[src/rtl/gbe_cpu_pkg.sv]
// gbe_cpu_pkg: register indices, address regions, IRQ bit positions and lane-merge helper for the CPU ring attach
package gbe_cpu_pkg;
    localparam logic [1:0] REGION_REG = 2'd0;
    localparam logic [1:0] REGION_TX  = 2'd1;
    localparam logic [1:0] REGION_RX  = 2'd2;
    localparam logic [1:0] REGION_ARP = 2'd3;
    localparam logic [3:0] REG_MAC_HI    = 4'd0;
    localparam logic [3:0] REG_MAC_LO    = 4'd1;
    localparam logic [3:0] REG_GATEWAY   = 4'd3;
    localparam logic [3:0] REG_IP        = 4'd4;
    localparam logic [3:0] REG_BUF       = 4'd6;
    localparam logic [3:0] REG_PORT      = 4'd8;
    localparam logic [3:0] REG_PHY_STAT  = 4'd9;
    localparam logic [3:0] REG_PHY_CTRL  = 4'd10;
    localparam logic [3:0] REG_IRQ_STAT  = 4'd11;
    localparam logic [3:0] REG_IRQ_MASK  = 4'd12;
    localparam logic [3:0] REG_QUEUE     = 4'd13;
    localparam logic [3:0] REG_TX_CNT    = 4'd14;
    localparam logic [3:0] REG_RX_CNT    = 4'd15;
    localparam int IRQ_RX_RISE = 0;
    localparam int IRQ_TX_DONE = 1;
    localparam int IRQ_TX_OVF  = 2;
    typedef enum logic [1:0] {ST_IDLE, ST_RMW, ST_ACK} wb_state_t;
    function automatic logic [31:0] lane_merge(input logic [31:0] old_d, input logic [31:0] new_d, input logic [3:0] sel);
        logic [31:0] m;
        m = old_d;
        for (int i = 0; i < 4; i++) m[8*i +: 8] = sel[i] ? new_d[8*i +: 8] : old_d[8*i +: 8];
        return m;
    endfunction
endpackage

[src/rtl/gbe_tx_slot_queue.sv]
// gbe_tx_slot_queue: circular queue of committed {slot, size} TX packets plus the slot being filled
// Ports: i_push/i_size commit the fill slot, i_pop retires the head; o_head_* describe the head,
// o_fill_slot/o_count/o_full/o_empty give queue state, o_overflow/o_popped are one-cycle event pulses.
module gbe_tx_slot_queue #(
    parameter int SLOTS_LOG2 = 1,
    parameter int SIZE_W = 12,
    localparam int SLOT_W = SLOTS_LOG2 > 0 ? SLOTS_LOG2 : 1
) (
    input  logic              i_clk,
    input  logic              i_rst,
    input  logic              i_push,
    input  logic [SIZE_W-1:0] i_size,
    input  logic              i_pop,
    output logic [SLOT_W-1:0] o_head_slot,
    output logic [SIZE_W-1:0] o_head_size,
    output logic [SLOT_W-1:0] o_fill_slot,
    output logic [3:0]        o_count,
    output logic              o_full,
    output logic              o_empty,
    output logic              o_overflow,
    output logic              o_popped
);
    localparam int DEPTH = 1 << SLOTS_LOG2;
    // Slots are filled and retired in order, so the write pointer is the fill slot
    // and the read pointer is the head slot; only sizes need storing.
    logic [SIZE_W-1:0] r_size [DEPTH];
    logic [SLOT_W-1:0] r_wr, r_rd;
    logic [3:0]        r_count;
    logic              w_push, w_pop;
    function automatic logic [SLOT_W-1:0] inc(input logic [SLOT_W-1:0] p);
        return (p == SLOT_W'(DEPTH - 1)) ? '0 : p + 1'b1;
    endfunction
    assign o_full      = r_count == 4'(DEPTH);
    assign o_empty     = r_count == 4'd0;
    assign w_pop       = i_pop & !o_empty;
    assign w_push      = i_push & (!o_full | w_pop);
    assign o_overflow  = i_push & !w_push;
    assign o_popped    = w_pop;
    assign o_head_slot = r_rd;
    assign o_head_size = r_size[r_rd];
    assign o_fill_slot = r_wr;
    assign o_count     = r_count;
    always_ff @(posedge i_clk) begin
        if (i_rst) begin
            r_wr    <= '0;
            r_rd    <= '0;
            r_count <= '0;
        end else begin
            if (w_push) r_size[r_wr] <= i_size;
            r_wr    <= w_push ? inc(r_wr) : r_wr;
            r_rd    <= w_pop ? inc(r_rd) : r_rd;
            r_count <= r_count + {3'b0, w_push} - {3'b0, w_pop};
        end
    end
endmodule

[src/rtl/gbe_cpu_ring_attach.sv]
// gbe_cpu_ring_attach: Wishbone slave giving the CPU access to UDP core config, ARP cache, RX/TX buffers and PHY
// Ports: wb_* Wishbone slave; local_* core configuration; arp_cache_* ARP RAM port; cpu_rx_* RX buffer and
// handshake; cpu_tx_* TX buffer port and committed-packet queue head; phy_* PHY status/control; irq_o interrupt.
module gbe_cpu_ring_attach
    import gbe_cpu_pkg::*;
#(
    parameter logic [47:0] LOCAL_MAC     = 48'hffff_ffff_ffff,
    parameter logic [31:0] LOCAL_IP      = 32'hffff_ffff,
    parameter logic [15:0] LOCAL_PORT    = 16'hffff,
    parameter logic [7:0]  LOCAL_GATEWAY = 8'd0,
    parameter logic        LOCAL_ENABLE  = 1'b0,
    parameter logic [31:0] PHY_CONFIG    = 32'd0,
    parameter int          BUF_AW        = 9,
    parameter int          TX_SLOTS_LOG2 = 1,
    parameter int          ARP_AW        = 8,
    localparam int         SIZE_W        = BUF_AW + 3,
    localparam int         SLOT_W        = TX_SLOTS_LOG2 > 0 ? TX_SLOTS_LOG2 : 1
) (
    input  logic                            wb_clk_i,
    input  logic                            wb_rst_i,
    input  logic                            wb_stb_i,
    input  logic                            wb_cyc_i,
    input  logic                            wb_we_i,
    input  logic [31:0]                     wb_adr_i,
    input  logic [31:0]                     wb_dat_i,
    input  logic [3:0]                      wb_sel_i,
    output logic [31:0]                     wb_dat_o,
    output logic                            wb_ack_o,
    output logic                            wb_err_o,
    output logic                            local_enable,
    output logic [47:0]                     local_mac,
    output logic [31:0]                     local_ip,
    output logic [15:0]                     local_port,
    output logic [7:0]                      local_gateway,
    output logic [ARP_AW-1:0]               arp_cache_addr,
    input  logic [47:0]                     arp_cache_rd_data,
    output logic [47:0]                     arp_cache_wr_data,
    output logic                            arp_cache_wr_en,
    output logic [BUF_AW-1:0]               cpu_rx_buffer_addr,
    input  logic [31:0]                     cpu_rx_buffer_rd_data,
    input  logic [SIZE_W-1:0]               cpu_rx_size,
    input  logic                            cpu_rx_ready,
    output logic                            cpu_rx_ack,
    output logic [TX_SLOTS_LOG2+BUF_AW-1:0] cpu_tx_buffer_addr,
    input  logic [31:0]                     cpu_tx_buffer_rd_data,
    output logic [31:0]                     cpu_tx_buffer_wr_data,
    output logic                            cpu_tx_buffer_wr_en,
    output logic                            cpu_tx_ready,
    output logic [SLOT_W-1:0]               cpu_tx_slot,
    output logic [SIZE_W-1:0]               cpu_tx_size,
    input  logic                            cpu_tx_done,
    input  logic [31:0]                     phy_status,
    output logic [31:0]                     phy_control,
    output logic                            irq_o
);
    wb_state_t          r_state, w_next;
    logic               r_ack, r_rx_ack, r_rx_ready_d, r_irq, r_en;
    logic [47:0]        r_mac, r_wdata, w_merge;
    logic [31:0]        r_ip, r_phy, r_rdat, r_txcnt, r_rxcnt, w_rd_reg, w_buf_rd, w_lo, w_hi;
    logic [15:0]        r_port;
    logic [7:0]         r_gw;
    logic [2:0]         r_status, r_mask, w_irq_set, w_w1c;
    logic [SIZE_W-1:0]  r_tx_size;
    logic [SLOT_W-1:0]  w_fill;
    logic [3:0]         w_count, w_idx;
    logic [1:0]         w_region;
    logic               w_full, w_empty, w_ovf, w_popped;
    logic               w_idle_req, w_rmw, w_reg_wr, w_commit, w_rx_set;
    logic [SLOT_W+BUF_AW-1:0] w_tx_addr;
    logic               w_unused;
    assign w_region   = wb_adr_i[13:12];
    assign w_idx      = wb_adr_i[5:2];
    assign w_idle_req = wb_stb_i & wb_cyc_i & !wb_ack_o & (r_state == ST_IDLE);
    assign w_rmw      = wb_we_i & (w_region == REGION_TX || w_region == REGION_ARP);
    assign w_reg_wr   = w_idle_req & wb_we_i & (w_region == REGION_REG);
    assign w_commit   = w_reg_wr & (w_idx == REG_BUF) & wb_sel_i[2];
    assign w_rx_set   = w_reg_wr & (w_idx == REG_BUF) & wb_sel_i[0] & (wb_dat_i[7:0] == 8'd0);
    assign w_w1c      = (w_reg_wr && w_idx == REG_IRQ_STAT) ? wb_dat_i[2:0] : 3'b0;
    assign w_tx_addr  = {w_fill, wb_adr_i[BUF_AW+1:2]};
    assign w_unused   = &{1'b0, wb_adr_i, w_tx_addr, w_hi[31:16]};
    gbe_tx_slot_queue #(.SLOTS_LOG2(TX_SLOTS_LOG2), .SIZE_W(SIZE_W)) u_queue (
        .i_clk      (wb_clk_i),
        .i_rst      (wb_rst_i),
        .i_push     (w_commit),
        .i_size     (wb_dat_i[16 +: SIZE_W]),
        .i_pop      (cpu_tx_done),
        .o_head_slot(cpu_tx_slot),
        .o_head_size(cpu_tx_size),
        .o_fill_slot(w_fill),
        .o_count    (w_count),
        .o_full     (w_full),
        .o_empty    (w_empty),
        .o_overflow (w_ovf),
        .o_popped   (w_popped)
    );
    assign wb_ack_o              = r_ack | (r_state == ST_ACK);
    assign wb_err_o              = 1'b0;
    assign local_enable          = r_en;
    assign local_mac             = r_mac;
    assign local_ip              = r_ip;
    assign local_port            = r_port;
    assign local_gateway         = r_gw;
    assign phy_control           = r_phy;
    assign irq_o                 = r_irq;
    assign cpu_rx_ack            = r_rx_ack;
    assign cpu_tx_ready          = !w_empty;
    assign arp_cache_addr        = wb_adr_i[ARP_AW+2:3];
    assign cpu_rx_buffer_addr    = wb_adr_i[BUF_AW+1:2];
    assign cpu_tx_buffer_addr    = w_tx_addr[TX_SLOTS_LOG2+BUF_AW-1:0];
    assign cpu_tx_buffer_wr_data = r_wdata[31:0];
    assign arp_cache_wr_data     = r_wdata;
    // ARP entries are 48 bits: adr[2] picks the low word or the 16-bit high half (lanes 0-1 only).
    assign w_lo = lane_merge(w_region == REGION_TX ? cpu_tx_buffer_rd_data : arp_cache_rd_data[31:0], wb_dat_i, wb_sel_i);
    assign w_hi = lane_merge({16'b0, arp_cache_rd_data[47:32]}, wb_dat_i, wb_sel_i & 4'b0011);
    assign w_merge = (w_region == REGION_ARP && !wb_adr_i[2]) ? {w_hi[15:0], arp_cache_rd_data[31:0]}
                                                              : {arp_cache_rd_data[47:32], w_lo};
    assign wb_dat_o = w_region == REGION_REG ? r_rdat :
                      w_region == REGION_TX  ? cpu_tx_buffer_rd_data :
                      w_region == REGION_RX  ? cpu_rx_buffer_rd_data :
                      wb_adr_i[2]            ? arp_cache_rd_data[31:0] : {16'b0, arp_cache_rd_data[47:32]};
    always_comb begin
        w_next = r_state == ST_RMW ? ST_ACK : ST_IDLE;
        if (w_idle_req && w_rmw) w_next = ST_RMW;
        cpu_tx_buffer_wr_en = (r_state == ST_ACK) && (w_region == REGION_TX);
        arp_cache_wr_en     = (r_state == ST_ACK) && (w_region == REGION_ARP);
        w_irq_set = '0;
        w_irq_set[IRQ_RX_RISE] = cpu_rx_ready & !r_rx_ready_d;
        w_irq_set[IRQ_TX_DONE] = w_popped;
        w_irq_set[IRQ_TX_OVF]  = w_ovf;
    end
    always_comb begin
        w_buf_rd = '0;
        w_buf_rd[16 +: SIZE_W] = r_tx_size;
        w_buf_rd[SIZE_W-1:0] = r_rx_ack ? '0 : cpu_rx_size;
        case (w_idx)
            REG_MAC_HI:   w_rd_reg = {16'b0, r_mac[47:32]};
            REG_MAC_LO:   w_rd_reg = r_mac[31:0];
            REG_GATEWAY:  w_rd_reg = {24'b0, r_gw};
            REG_IP:       w_rd_reg = r_ip;
            REG_BUF:      w_rd_reg = w_buf_rd;
            REG_PORT:     w_rd_reg = {15'b0, r_en, r_port};
            REG_PHY_STAT: w_rd_reg = phy_status;
            REG_PHY_CTRL: w_rd_reg = r_phy;
            REG_IRQ_STAT: w_rd_reg = {29'b0, r_status};
            REG_IRQ_MASK: w_rd_reg = {29'b0, r_mask};
            REG_QUEUE:    w_rd_reg = {14'b0, w_empty, w_full, 5'b0, 3'(w_fill), 4'b0, w_count};
            REG_TX_CNT:   w_rd_reg = r_txcnt;
            REG_RX_CNT:   w_rd_reg = r_rxcnt;
            default:      w_rd_reg = '0;
        endcase
    end
    always_ff @(posedge wb_clk_i) begin
        r_state <= wb_rst_i ? ST_IDLE : w_next;
    end
    always_ff @(posedge wb_clk_i) begin
        if (w_idle_req) r_rdat <= w_rd_reg;
        if (r_state == ST_RMW) r_wdata <= w_merge;
    end
    always_ff @(posedge wb_clk_i) begin
        if (wb_rst_i) begin
            r_ack        <= 1'b0;
            r_rx_ack     <= 1'b0;
            r_rx_ready_d <= 1'b0;
            r_irq        <= 1'b0;
            r_mac        <= LOCAL_MAC;
            r_ip         <= LOCAL_IP;
            r_port       <= LOCAL_PORT;
            r_gw         <= LOCAL_GATEWAY;
            r_en         <= LOCAL_ENABLE;
            r_phy        <= PHY_CONFIG;
            r_tx_size    <= '0;
            r_status     <= '0;
            r_mask       <= '0;
            r_txcnt      <= '0;
            r_rxcnt      <= '0;
        end else begin
            r_ack        <= w_idle_req & !w_rmw;
            r_rx_ready_d <= cpu_rx_ready;
            // rx_ack stays up until the core drops rx_ready
            r_rx_ack     <= w_rx_set | (r_rx_ack & cpu_rx_ready);
            r_irq        <= |(r_status & r_mask);
            r_status     <= (r_status & ~w_w1c) | w_irq_set;
            r_txcnt      <= (w_reg_wr && w_idx == REG_TX_CNT) ? '0 : r_txcnt + 32'(w_popped & ~&r_txcnt);
            r_rxcnt      <= (w_reg_wr && w_idx == REG_RX_CNT) ? '0 : r_rxcnt + 32'(w_irq_set[IRQ_RX_RISE] & ~&r_rxcnt);
            if (w_reg_wr) begin
                case (w_idx)
                    REG_MAC_HI:   r_mac[47:32] <= wb_dat_i[15:0];
                    REG_MAC_LO:   r_mac[31:0] <= wb_dat_i;
                    REG_GATEWAY:  r_gw <= wb_dat_i[7:0];
                    REG_IP:       r_ip <= wb_dat_i;
                    REG_BUF:      r_tx_size <= wb_sel_i[2] ? wb_dat_i[16 +: SIZE_W] : r_tx_size;
                    REG_PORT:     {r_en, r_port} <= wb_dat_i[16:0];
                    REG_PHY_CTRL: r_phy <= lane_merge(r_phy, wb_dat_i, wb_sel_i);
                    REG_IRQ_MASK: r_mask <= wb_dat_i[2:0];
                    default:      r_mask <= r_mask;
                endcase
            end
        end
    end
endmodule

[config.mk]
export PLATFORM = sky130hd
export DESIGN_NAME = gbe_cpu_ring_attach
export DESIGN_NICKNAME = d
export VERILOG_FILES = /design/src/rtl/gbe_cpu_pkg.sv /design/src/rtl/gbe_tx_slot_queue.sv /design/src/rtl/gbe_cpu_ring_attach.sv
export SDC_FILE = /design/constraint.sdc
export NUM_CORES = 1
export LEC_CHECK = 0
export ABC_AREA = 1
export CORE_ASPECT_RATIO = 2
export CORE_MARGIN = 5
export CORE_UTILIZATION = 43
export DETAILED_ROUTE_END_ITERATION = 12
export GPL_TIMING_DRIVEN = 0
export PLACE_DENSITY = 0.87
export SLEW_MARGIN = 30
export SYNTH_ARGS = -nofsm -noshare
export SYNTH_HDL_FRONTEND = slang
export SYNTH_SLANG_ARGS = --single-unit
[constraint.sdc]
create_clock -name wb_clk_i -period 2.67 [get_ports wb_clk_i]
set_input_delay 0.534 -clock wb_clk_i [delete_from_list [all_inputs] [get_ports wb_clk_i]]
set_output_delay 0.534 -clock wb_clk_i [all_outputs]
set_load 0.01 [all_outputs]
==> qor.yml <==
pwr:
  power_frac_seq_pct: 43.6
  comb_power_share_pct: 16.7
  powerDensity_nw_per_um2: 507.4
  finalPower_mw: 12.48
  swShare_pct: 27.67
  peakVddDrop_uv: 566.3
  p_int_mw: 9.028
  p_leak_nw: 10.22
  p_sw_mw: 3.454
  pwr-share-clk_pct: 39.7
synthesis:
  yosysTopAreaCell: "dfxtp_1"
  synth-edff-count: 104
  synthTopCellsByArea: "dfxtp_1, edfxtp_1, nand2_1"
  yosysUniqueCellTypes: 48
  synthFlopType: "dfxtp_1"
  seq_area_frac_synth_pct: 44.42
  synth_top_area_share_pct: 26.56
  async_flop_share_pct: 0
  netlist_area_um2: 17490
  syn_avg_cell_area_um2: 7.351
  syn_inst: 2379
  yosys_register_bits: 336
  yosysWarnings: 0
  syn_nets: 2620
final_layout:
  layout_commonest_cell: "nand2_1"
  regArea_um2: 7770
  area_delta_synth_final_pct: 40.66
  finish.utilization_pct: 61.18
  layout_common_cells: "nand2_1, clkdlybuf4s50_1, nor2_1"
  multi_input_area_um2: 8114
  layout-drive-gt1-share_pct: 10.27
  nets: 3157
  nFillCells: 3641
placed_design:
  portBuffers: 496
  dp_hpwl_mm: 77.31
  gp_congestion: 1.053
floorplan:
  num_rows: 104
  die-height_um: 295.2
  dieWidth_um: 152.6
  start_util_pct: 43.49
  core_um2: 40210
  die_area_um2: 45050
  design.portCount: 527
sta:
  slew_violations: 0
  setup_viol: 0
  fin_skew_ns: 0.01928
  worstMarginPinSlew_ns: 1.041
  fin_crit_ns: 2.636
  fmax_mhz: 379.4
  slew_headroom_pct: 30.57
  finalHoldViolCount: 0
  min_period_over_period_pct: 98.72
critical_path:
  worstSetupStartpointType: "input port"
  worstPathMaxFanout: 12
  critical_path_class: "input port to flop"
  required_ns: 2.88
  end_kind: "flop"
  arrival_ns: 2.85
route:
  via_count: 19830
  vias_per_cell: 5.702
  dr.pass1.iters: 6
  wl_mm: 94.73
  routedWlPerCell_um: 27.24
  postRouteAntennaNets: 0
  first_iter_violations: 1967
  drc: 0
cts:
  insertion_delay_ns: 0.59
  clock-sinks: 336
  clk_pin_slew_ns: 0.07
  clock_path_buffers: 3
  htreeDepth: 1
  clock-root-buffer: "clkbuf_16"
  numCtsBuffers: 31
  cts_tree: "done"
global_routing:
  gr-total-overflow: 0
  grt_pass1_vias: 19670
  grt_max_degree: 42
  grt_util_all_layers_pct: 39.69
  antenna_found_initial: 9
  grt_pass1_wl_mm: 132.2
run_status:
  status: "complete, no violations"
job:
  max_cap_violations: 0
min_path:
  hold_path_class: "input port to flop"
[path summary, 6_finish.rpt]
| kind | from | endpoint | slack, ns | cells past startpoint |
|---|---|---|---|---|
| min reg2reg | r_rxcnt[31] | r_rxcnt[31] | 0.48 | 2 |
| min | wb_adr_i[12] | r_state[0] | 0.29 | 3 |
| max reg2reg | r_txcnt[12] | r_txcnt[22] | 0.10 | 14 |
| max | wb_sel_i[2] | u_queue.r_size[1][4] | 0.03 | 4 |
[area by class of cell]
| class | instances | area share, % |
|---|---|---|
| antenna | 8 | 0.08138 |
| sequential | 336 | 31.59 |
| multi-input combinational | 1664 | 32.99 |
| clock buffer | 36 | 3.438 |
| tap | 530 | 2.696 |
| buffer | 164 | 4.354 |
| timing repair buffer | 505 | 20.49 |
| inverter | 214 | 3.347 |
| clock inverter | 21 | 1.017 |
[power groups by stage]
stage	Sequential (mW)	Combinational, mW	Clock (mW)
2_1_floorplan	5.54	0.908	0
6_report	5.44	2.08	4.96
5_1_grt	5.45	2.20	5.13
3_5_place_dp	5.55	2.01	0
3_3_place_gp	5.55	1.98	0
4_1_cts	5.44	2.03	4.94
[critical path, cell delays in order]
cell and delay [ns]:
clkdlybuf4s50_1 0.74, clkbuf_1 0.59, nand4_1 0.36, nor2_2 0.61
[repair_timing]
item | in CTS | in global routing
pin swaps | 4 | 2
setup buffers | 6 | 1
hold buffers | 0 | 0
setup endpoints to repair | 99 | 89
gates resized for setup | 121 | 25
[flip-flops by register name (all words and copies together), names as in the netlist, 24 cells and up, named ones only]
| signal | count |
|---|---|
| u_queue.r_size | 24 |
| phy_control | 32 |
| r_rxcnt | 32 |
| local_ip | 32 |
| r_rdat | 32 |
| local_mac | 48 |
| r_txcnt | 32 |
| arp_cache_wr_data | 48 |
[stage by stage]
| stage | hold slack [ns] | TNS [ns] | cell area [um2] | worst slack, ns | instances |
|---|---|---|---|---|---|
| 4_1_cts | 0.3811 | 0 | 24510 | 0.003322 | 3469 |
| 3_3_place_gp | 0.4605 | -108.51 | 23120 | -1.311 | 3405 |
| 5_1_grt | 0.2945 | -0.04531 | 24600 | -0.02211 | 3478 |
| 3_5_place_dp | 0.4720 | -104.58 | 23180 | -1.291 | 3407 |
| 2_1_floorplan | 0.4509 | 0 | 17490 | 0.3966 | 2379 |
| 6_report | 0.2883 | 0 | 24600 | 0.03427 | 3478 |
[synth_stat cells (all sizes together) (17+ instances only)]
| library cell | n |
|---|---|
| nor2 | 330 |
| buf | 128 |
| a31oi | 19 |
| nand3 | 98 |
| a21oi | 119 |
| edfxtp | 104 |
| nand4 | 22 |
| nand2 | 743 |
| o211ai | 118 |
| clkbuf | 37 |
| o21ai | 104 |
| dfxtp | 232 |
| inv | 213 |
| o22ai | 17 |
[cells by family (layout without fill, tap and decap cells)]
logic type | count (synthesis) | in the layout | synth area share, %
DFF | 336 | 336 | 44.42
and+or+nand+nor | 1216 | 1216 | 28.48
AOI/OAI and AO/OA | 411 | 411 | 14.63
other | 1 | 9 | 0.02144
adders and majority gates | 10 | 10 | 0.7584
muxes | 12 | 12 | 0.7727
xor gates and xnor gates | 14 | 14 | 0.7012
buffers and inverters | 379 | 940 | 10.22
[layer usage]
layer / GRT usage, % / wire length [um] / vias to the layer above
li1: - / - / 8827
met1: 39.08 / 29150 / 9213
met2: 71.00 / 47520 / 1381
met3: 5.815 / 7255 / 408
met4: 36.63 / 10800 / 2
met5: 0 / 13 / -
Note: power is estimated with default switching activity, not from simulation.
